==> config.mk <==
export PLATFORM = sky130hd
export DESIGN_NAME = emmc_cmd_serdes
export DESIGN_NICKNAME = d
export VERILOG_FILES = /design/src/rtl/emmc_pkg.sv /design/src/rtl/emmc_crc7.sv /design/src/rtl/emmc_cmd_serdes.sv
export SDC_FILE = /design/constraint.sdc
export NUM_CORES = 1
export LEC_CHECK = 0
export BUFFER_PORTS_ARGS = -buffer_cell sky130_fd_sc_hd__buf_2
export CAP_MARGIN = 40
export CORE_MARGIN = 3
export CORE_UTILIZATION = 57
export DETAILED_ROUTE_END_ITERATION = 16
export GPL_ROUTABILITY_DRIVEN = 0
export PLACE_DENSITY = 0.76
export SYNTH_ARGS = -nofsm -noshare
export SYNTH_HDL_FRONTEND = slang
export SYNTH_SLANG_ARGS = --single-unit
==> constraint.sdc <==
create_clock -name clk -period 2.3 [get_ports clk]
set_input_delay 0.46 -clock clk [delete_from_list [all_inputs] [get_ports clk]]
set_output_delay 0.46 -clock clk [all_outputs]
set_load 0.02 [all_outputs]
==> src/rtl/emmc_pkg.sv <==
// Shared definitions for the eMMC host CMD-line engine: response codes,
// frame lengths, CRC7 polynomial and the controller state encoding.
package emmc_pkg;

    localparam logic [1:0] RSP_NONE = 2'd0;
    localparam logic [1:0] RSP_R1   = 2'd1;
    localparam logic [1:0] RSP_R2   = 2'd2;
    localparam logic [1:0] RSP_R3   = 2'd3;

    localparam int FRAME_SHORT = 48;
    localparam int FRAME_LONG  = 136;

    localparam logic [6:0] CRC7_POLY = 7'h09;

    typedef enum logic [2:0] {
        ST_IDLE,
        ST_TX,
        ST_NCR,
        ST_RX,
        ST_DONE,
        ST_GAP
    } state_t;

endpackage

==> src/rtl/emmc_crc7.sv <==
// Serial CRC7 (x^7 + x^3 + 1), one bit per enabled clock, MSB of the
// message first. clr returns the register to the zero seed.
module emmc_crc7
    import emmc_pkg::*;
(
    input  logic       clk,
    input  logic       rstn,
    input  logic       clr,
    input  logic       en,
    input  logic       din,
    output logic [6:0] crc
);

    always_ff @(posedge clk) begin
        if (!rstn || clr) begin
            crc <= '0;
        end else if (en) begin
            crc <= {crc[5:0], 1'b0} ^ ({7{din ^ crc[6]}} & CRC7_POLY);
        end
    end

endmodule

==> src/rtl/emmc_cmd_serdes.sv <==
// Host-side eMMC CMD-line engine: sends a 48-bit command with CRC7, then
// waits for and captures a 48- or 136-bit card response and checks it.
module emmc_cmd_serdes
    import emmc_pkg::*;
#(
    parameter int RSP_TIMEOUT = 64,
    parameter int NCC         = 8
) (
    input  logic         clk,
    input  logic         rstn,
    input  logic         cmd_valid,
    output logic         cmd_ready,
    input  logic [5:0]   cmd_index,
    input  logic [31:0]  cmd_arg,
    input  logic [1:0]   rsp_type,
    output logic         rsp_valid,
    output logic [135:0] rsp_data,
    output logic         rsp_timeout,
    output logic         rsp_err,
    output logic         cmd_o,
    output logic         cmd_oe,
    input  logic         cmd_i
);

    localparam int NCR_W = $clog2(RSP_TIMEOUT + 1);
    localparam int GAP_W = $clog2(NCC + 1);

    state_t                  state;
    logic [1:0]              type_q;
    logic [46:0]             tx_shift;
    logic [7:0]              bit_pos;
    logic [NCR_W-1:0]        ncr_cnt;
    logic [GAP_W-1:0]        gap_cnt;
    logic [FRAME_LONG-2:0]   rx_shift;
    logic [FRAME_LONG-1:0]   rx_next;
    logic [6:0]              crc_tx;
    logic [6:0]              crc_rx;
    logic                    accept;
    logic                    tx_crc_en;
    logic                    rx_crc_en;
    logic                    rx_last;
    logic                    rx_bad;

    assign accept  = (state == ST_IDLE) && cmd_valid && cmd_ready;
    assign rx_next = {rx_shift, cmd_i};

    // Each CRC is fed the bit being loaded/received. The start bit is always 0,
    // and shifting a 0 into a zero register leaves it zero, so clearing at
    // accept stands in for feeding it.
    assign tx_crc_en = (state == ST_TX) && (bit_pos < 8'd39);
    assign rx_crc_en = (state == ST_RX) &&
                       ((type_q == RSP_R2) ? ((bit_pos >= 8'd8) && (bit_pos <= 8'd127))
                                           : (bit_pos <= 8'd39));
    assign rx_last   = (type_q == RSP_R2) ? (bit_pos == 8'(FRAME_LONG - 1))
                                          : (bit_pos == 8'(FRAME_SHORT - 1));

    always_comb begin
        rx_bad = 1'b0;
        if (type_q == RSP_R2) begin
            rx_bad = rx_next[134] | ~rx_next[0] | (crc_rx != rx_next[7:1]);
        end else begin
            rx_bad = rx_next[46] | ~rx_next[0] |
                     ((type_q == RSP_R1) && (crc_rx != rx_next[7:1]));
        end
    end

    emmc_crc7 u_tx_crc (
        .clk  (clk),
        .rstn (rstn),
        .clr  (accept),
        .en   (tx_crc_en),
        .din  (tx_shift[46]),
        .crc  (crc_tx)
    );

    emmc_crc7 u_rx_crc (
        .clk  (clk),
        .rstn (rstn),
        .clr  (accept),
        .en   (rx_crc_en),
        .din  (cmd_i),
        .crc  (crc_rx)
    );

    always_ff @(posedge clk) begin
        if (!rstn) begin
            state       <= ST_IDLE;
            cmd_ready   <= 1'b0;
            cmd_oe      <= 1'b0;
            cmd_o       <= 1'b1;
            rsp_valid   <= 1'b0;
            rsp_timeout <= 1'b0;
            rsp_err     <= 1'b0;
            rsp_data    <= '0;
            type_q      <= RSP_NONE;
            tx_shift    <= '0;
            rx_shift    <= '0;
            bit_pos     <= '0;
            ncr_cnt     <= '0;
            gap_cnt     <= '0;
        end else begin
            rsp_valid <= 1'b0;
            case (state)
                ST_IDLE: begin
                    cmd_ready <= 1'b1;
                    if (accept) begin
                        cmd_ready   <= 1'b0;
                        state       <= ST_TX;
                        cmd_oe      <= 1'b1;
                        cmd_o       <= 1'b0;
                        tx_shift    <= {1'b1, cmd_index, cmd_arg, 7'd0, 1'b1};
                        type_q      <= rsp_type;
                        bit_pos     <= '0;
                        rsp_data    <= '0;
                        rsp_timeout <= 1'b0;
                        rsp_err     <= 1'b0;
                    end
                end
                ST_TX: begin
                    if (bit_pos == 8'd47) begin
                        cmd_oe <= 1'b0;
                        cmd_o  <= 1'b1;
                        if (type_q == RSP_NONE) begin
                            state     <= ST_DONE;
                            rsp_valid <= 1'b1;
                        end else begin
                            state   <= ST_NCR;
                            ncr_cnt <= '0;
                        end
                    end else begin
                        bit_pos <= bit_pos + 8'd1;
                        // Bit 40 onward: swap the finished CRC7 in ahead of the end bit.
                        if (bit_pos == 8'd39) begin
                            cmd_o    <= crc_tx[6];
                            tx_shift <= {crc_tx[5:0], 1'b1, 40'd0};
                        end else begin
                            cmd_o    <= tx_shift[46];
                            tx_shift <= {tx_shift[45:0], 1'b0};
                        end
                    end
                end
                ST_NCR: begin
                    if (!cmd_i) begin
                        state    <= ST_RX;
                        rx_shift <= '0;
                        bit_pos  <= 8'd1;
                    end else if (ncr_cnt == NCR_W'(RSP_TIMEOUT - 1)) begin
                        state       <= ST_DONE;
                        rsp_valid   <= 1'b1;
                        rsp_timeout <= 1'b1;
                    end else begin
                        ncr_cnt <= ncr_cnt + 1'b1;
                    end
                end
                ST_RX: begin
                    rx_shift <= rx_next[FRAME_LONG-2:0];
                    bit_pos  <= bit_pos + 8'd1;
                    if (rx_last) begin
                        state     <= ST_DONE;
                        rsp_valid <= 1'b1;
                        rsp_data  <= rx_next;
                        rsp_err   <= rx_bad;
                    end
                end
                ST_DONE: begin
                    state   <= ST_GAP;
                    gap_cnt <= '0;
                end
                ST_GAP: begin
                    if (gap_cnt == GAP_W'(NCC - 1)) begin
                        state     <= ST_IDLE;
                        cmd_ready <= 1'b1;
                    end else begin
                        gap_cnt <= gap_cnt + 1'b1;
                    end
                end
                default: state <= ST_IDLE;
            endcase
        end
    end

endmodule

==> run summary <==
Static timing analysis puts the maximum clock frequency at 473.4 MHz. The total design power is 13.08 mW, and the remaining max-slew budget at the tightest pin is 60.12%. The startpoint identified for the worst hold timing path is rsp_type[1]. Once routing completed, OpenROAD measured the worst setup slack at 0.1875 ns.

The capture point of the worst reg-to-reg path is rsp_data[129]$_SDFFE_PN0P_. In the final routed layout, each cell accounts on average for 15.42 um. The tools report the largest buffer count on any clock path as 3. The H-tree was split into 2 levels. The clock reaches the later pin of the worst-skew pair after 0.51 ns. Setup violations remaining at the end of the flow were counted as 0.

The startpoint of the lowest-slack register-to-register path was bit_pos[4]$_SDFFE_PN0P_. The async set or reset register ratio after synthesis works out to 0%. The final layout contains routed wiring with a total length of 31210 um.

The number of synthesized register bits works out to 362. On the final layout, the worst hold slack is 0.2194 ns. The initial antenna violation count is 0, and the number of buffers added on ports is 185.

After global routing the overflow that remains totals 0. The via count was 11570. TritonCTS buffer count: 37. The die covers 26110 um2.

The placed instances occupy a cell area of 14960 um2. Most instantiated flip-flop cell in the synthesis netlist: dfxtp_1. The flow ran to the end, and the final reports show no timing, DRC or antenna violations. Yosys instantiated no cell more often than dfxtp_1.

The number of nets in the synthesized netlist is 1599. Detailed placement ended at an HPWL of 18950 um. In this run, distinct cell masters in the synthesized netlist total 57. The clock net in this run drives a total of 362 sinks. Clock-pin slew was measured on the worst setup and hold paths at 0.06 ns. In this run, synthesis inferred 0 flip-flops with an integrated enable. The core region is 23610 um2. The commonest cells after synthesis are dfxtp_1, a22oi_1, nor2_1, nand2_1, nand3_1. After routing the design area is 16180 um2.

The worst setup path is captured at a register. For this run, the post-layout net count is 1724. Each instance of the synthesized netlist takes up on average 8.897 um2.

For the final routed database, the setup TNS stands at 0 ns. The setup path with the least slack is of type register to register. For the final core area utilization, the log shows 68.54%. On the final layout, the worst clock skew is 0.01980 ns. The initial standard-cell utilization of the core is 58.44%, and the number of rows created at floorplan is 56. The largest single stage delay on the critical path is 0.43 ns. The y dimension of the die was 161.6 um; the reg2reg setup slack was 0.19 ns. For this design, the CTS-stage hold fixing added 0 buffers. The layout cell share with drive strength beyond 1 came out at 18.31%. Dividing the final minimum period by the clock period gives 91.85%. The synthesized design devotes to its leading area cell type 52.52% of total area. The root buffer cell chosen for the clock tree is clkbuf_16. The critical path starts at bit_pos[4]$_SDFFE_PN0P_.

In this run, the number of DRC markers left after iteration 0 of detailed routing was 969. The residual DRC count came out at 0. The run gives 1953 as the placed instance count.

The maximum fanout encountered on the critical timing path came out at 27. The class of the tightest hold or removal check is input port to register. Setup repair after global routing left no endpoint under its margin.

The slew at the pin with the worst max-slew slack was 0.5982 ns. Prior to clock tree synthesis, the placed netlist has a worst setup slack of 0.1543 ns. The largest individual stage delay along the critical path comes from the cell or3_1. After layout, the minimum clock period comes to 2.113 ns. The cell area that synthesis handed to floorplanning was 13800 um2. The share of the Yosys chip area taken by registers is 52.52%. The number of cells traversed by the worst register-to-register path works out to 6.

Required time at the endpoint of the critical path: 2.72 ns. The power density over cell area works out to 808.3 nW/um2. Entering global routing, the biggest net connects 125 pins.

The standby leakage power came out at 6.207 nW. TritonCTS built the clock tree. In this run the worst setup path terminates at rsp_data[129]$_SDFFE_PN0P_.

STA classifies the critical path startpoint as a register. Ranked by total cell area, the synthesized netlist is headed by dfxtp_1, a22oi_1, nand3_1, a21oi_1, nor2_1. The final hold violation count was 0; the count of pins over their slew limit was 0.

Before antenna repair, the detailed router went through 6 iterations. The synthesized design spends more area on one cell type than any other, namely dfxtp_1. The logs give 10610 for the via count of the first global-routing pass and 0 for the count of nets left with antenna violations after detail routing. Excluding fillers, the count of instances in the completed layout stands at 2024. Relative to the synthesized area, the layout overhead comes to 17.27%. Yosys printed 0 warnings. In the global route stage, overall resource usage came out at 23.09%.

For this design the top-level I/O count stands at 186. Data on the critical path arrives at its endpoint at 2.54 ns. The first-pass GRT wire length came out at 51910 um. The die boundary width was 161.6 um; the largest voltage drop on the vdd net was 0.7225 mV. Walking the worst path, the cells encountered are or3_1, nor4_4, o21a_4, buf_4, nand2_1, a21boi_0. The number of instances in the synthesized netlist is 1551, and the total of max-cap violations is 0. Using the TritonRoute via totals, the vias-per-cell ratio works out to 5.716.
worst max-delay path, delay by kind of cell (launching register included):
| family | cells | cell delay (ns) |
|---|---|---|
| AOI/OAI and AO/OA | 2 | 0.42 |
| DFF | 1 | 0.39 |
| buffers and inverters | 1 | 0.30 |
| and+or+nand+nor | 3 | 0.91 |
sequential cells by signal, summed over array words and instances, names as in the netlist, 2 cells and up:
name / count
u_tx_crc.crc: 7
type_q: 2
rx_shift: 135
ncr_cnt: 7
gap_cnt: 4
state: 3
bit_pos: 8
rsp_data: 136
tx_shift: 47
u_rx_crc.crc: 7
final cells by class:
type                       count  area, um2
fill                        1886       7430
antenna                        1      2.502
timing repair buffer         231       1411
inverter                      10      42.54
multi-input combinational   1034       5888
tap                          319      399.1
clock inverter                14      103.9
sequential                   362       7247
clock buffer                  53       1089
cells by family after synthesis:
| group | share of synthesized area [%] |
|---|---|
| simple gates | 17.44 |
| compound gates | 21.47 |
| flops | 52.52 |
| buf+inv | 5.195 |
| mux | 1.750 |
| xor+xnor | 1.269 |
| fa+ha+maj | 0.3627 |
what timing repair did:
action	CTS	global route
gates resized for setup	0	1
setup buffers	0	3
setup endpoints to repair	0	39
worst min-delay path by stage:
stage	endpoint	slack, ns	depth (start not counted)
after global placement	ncr_cnt[6]$_SDFFE_PN0P_	0.42	2
after floorplan	ncr_cnt[6]$_SDFFE_PN0P_	0.41	2
final	type_q[1]$_SDFFE_PN0P_	0.22	3
after detailed placement	ncr_cnt[6]$_SDFFE_PN0P_	0.43	2
after global routing	type_q[1]$_SDFFE_PN0P_	0.23	3
after CTS	type_q[1]$_SDFFE_PN0P_	0.21	3
cell usage in the layout, fill, tap and decap left out, types with 3 or more instances in the layout:
master and n:
a31oi_1 4, buf_2 184, xor2_1 18, a21boi_0 19
dfxtp_1 362, clkinv_2 10, nor3_1 4, and2_1 4
ha_1 4, or4_1 4, buf_12 11, nand3b_1 3
a22oi_1 173, a211oi_1 6, inv_1 9, nor2b_1 10
nand2b_1 5, o22ai_1 4, clkbuf_8 6, nand2_1 162
mux2i_1 23, nor2_1 167, a21boi_1 31, nand3_1 150
clkbuf_16 39, clkbuf_1 8, buf_4 36, or3_1 3
a31o_2 6, a21oi_1 136, and3_1 5, nand4_1 5
o21ai_0 51
report_power, final:
group          leakage, nW  internal, mW  switching [mW]
logic                 2.69         0.286           0.521
registers             2.92          6.40          0.0788
clock network        0.591          3.42            2.37
total                 6.21          10.1            2.97
routing by layer:
layer,GRT usage [%],wire (um),up-vias
li1,-,-,5736
met1,31.70,14180,5498
met2,37.97,14920,282
met3,3.668,1457,54
met4,6.531,658,0
met5,0,0,-
Power figures use the tool's default switching activity.
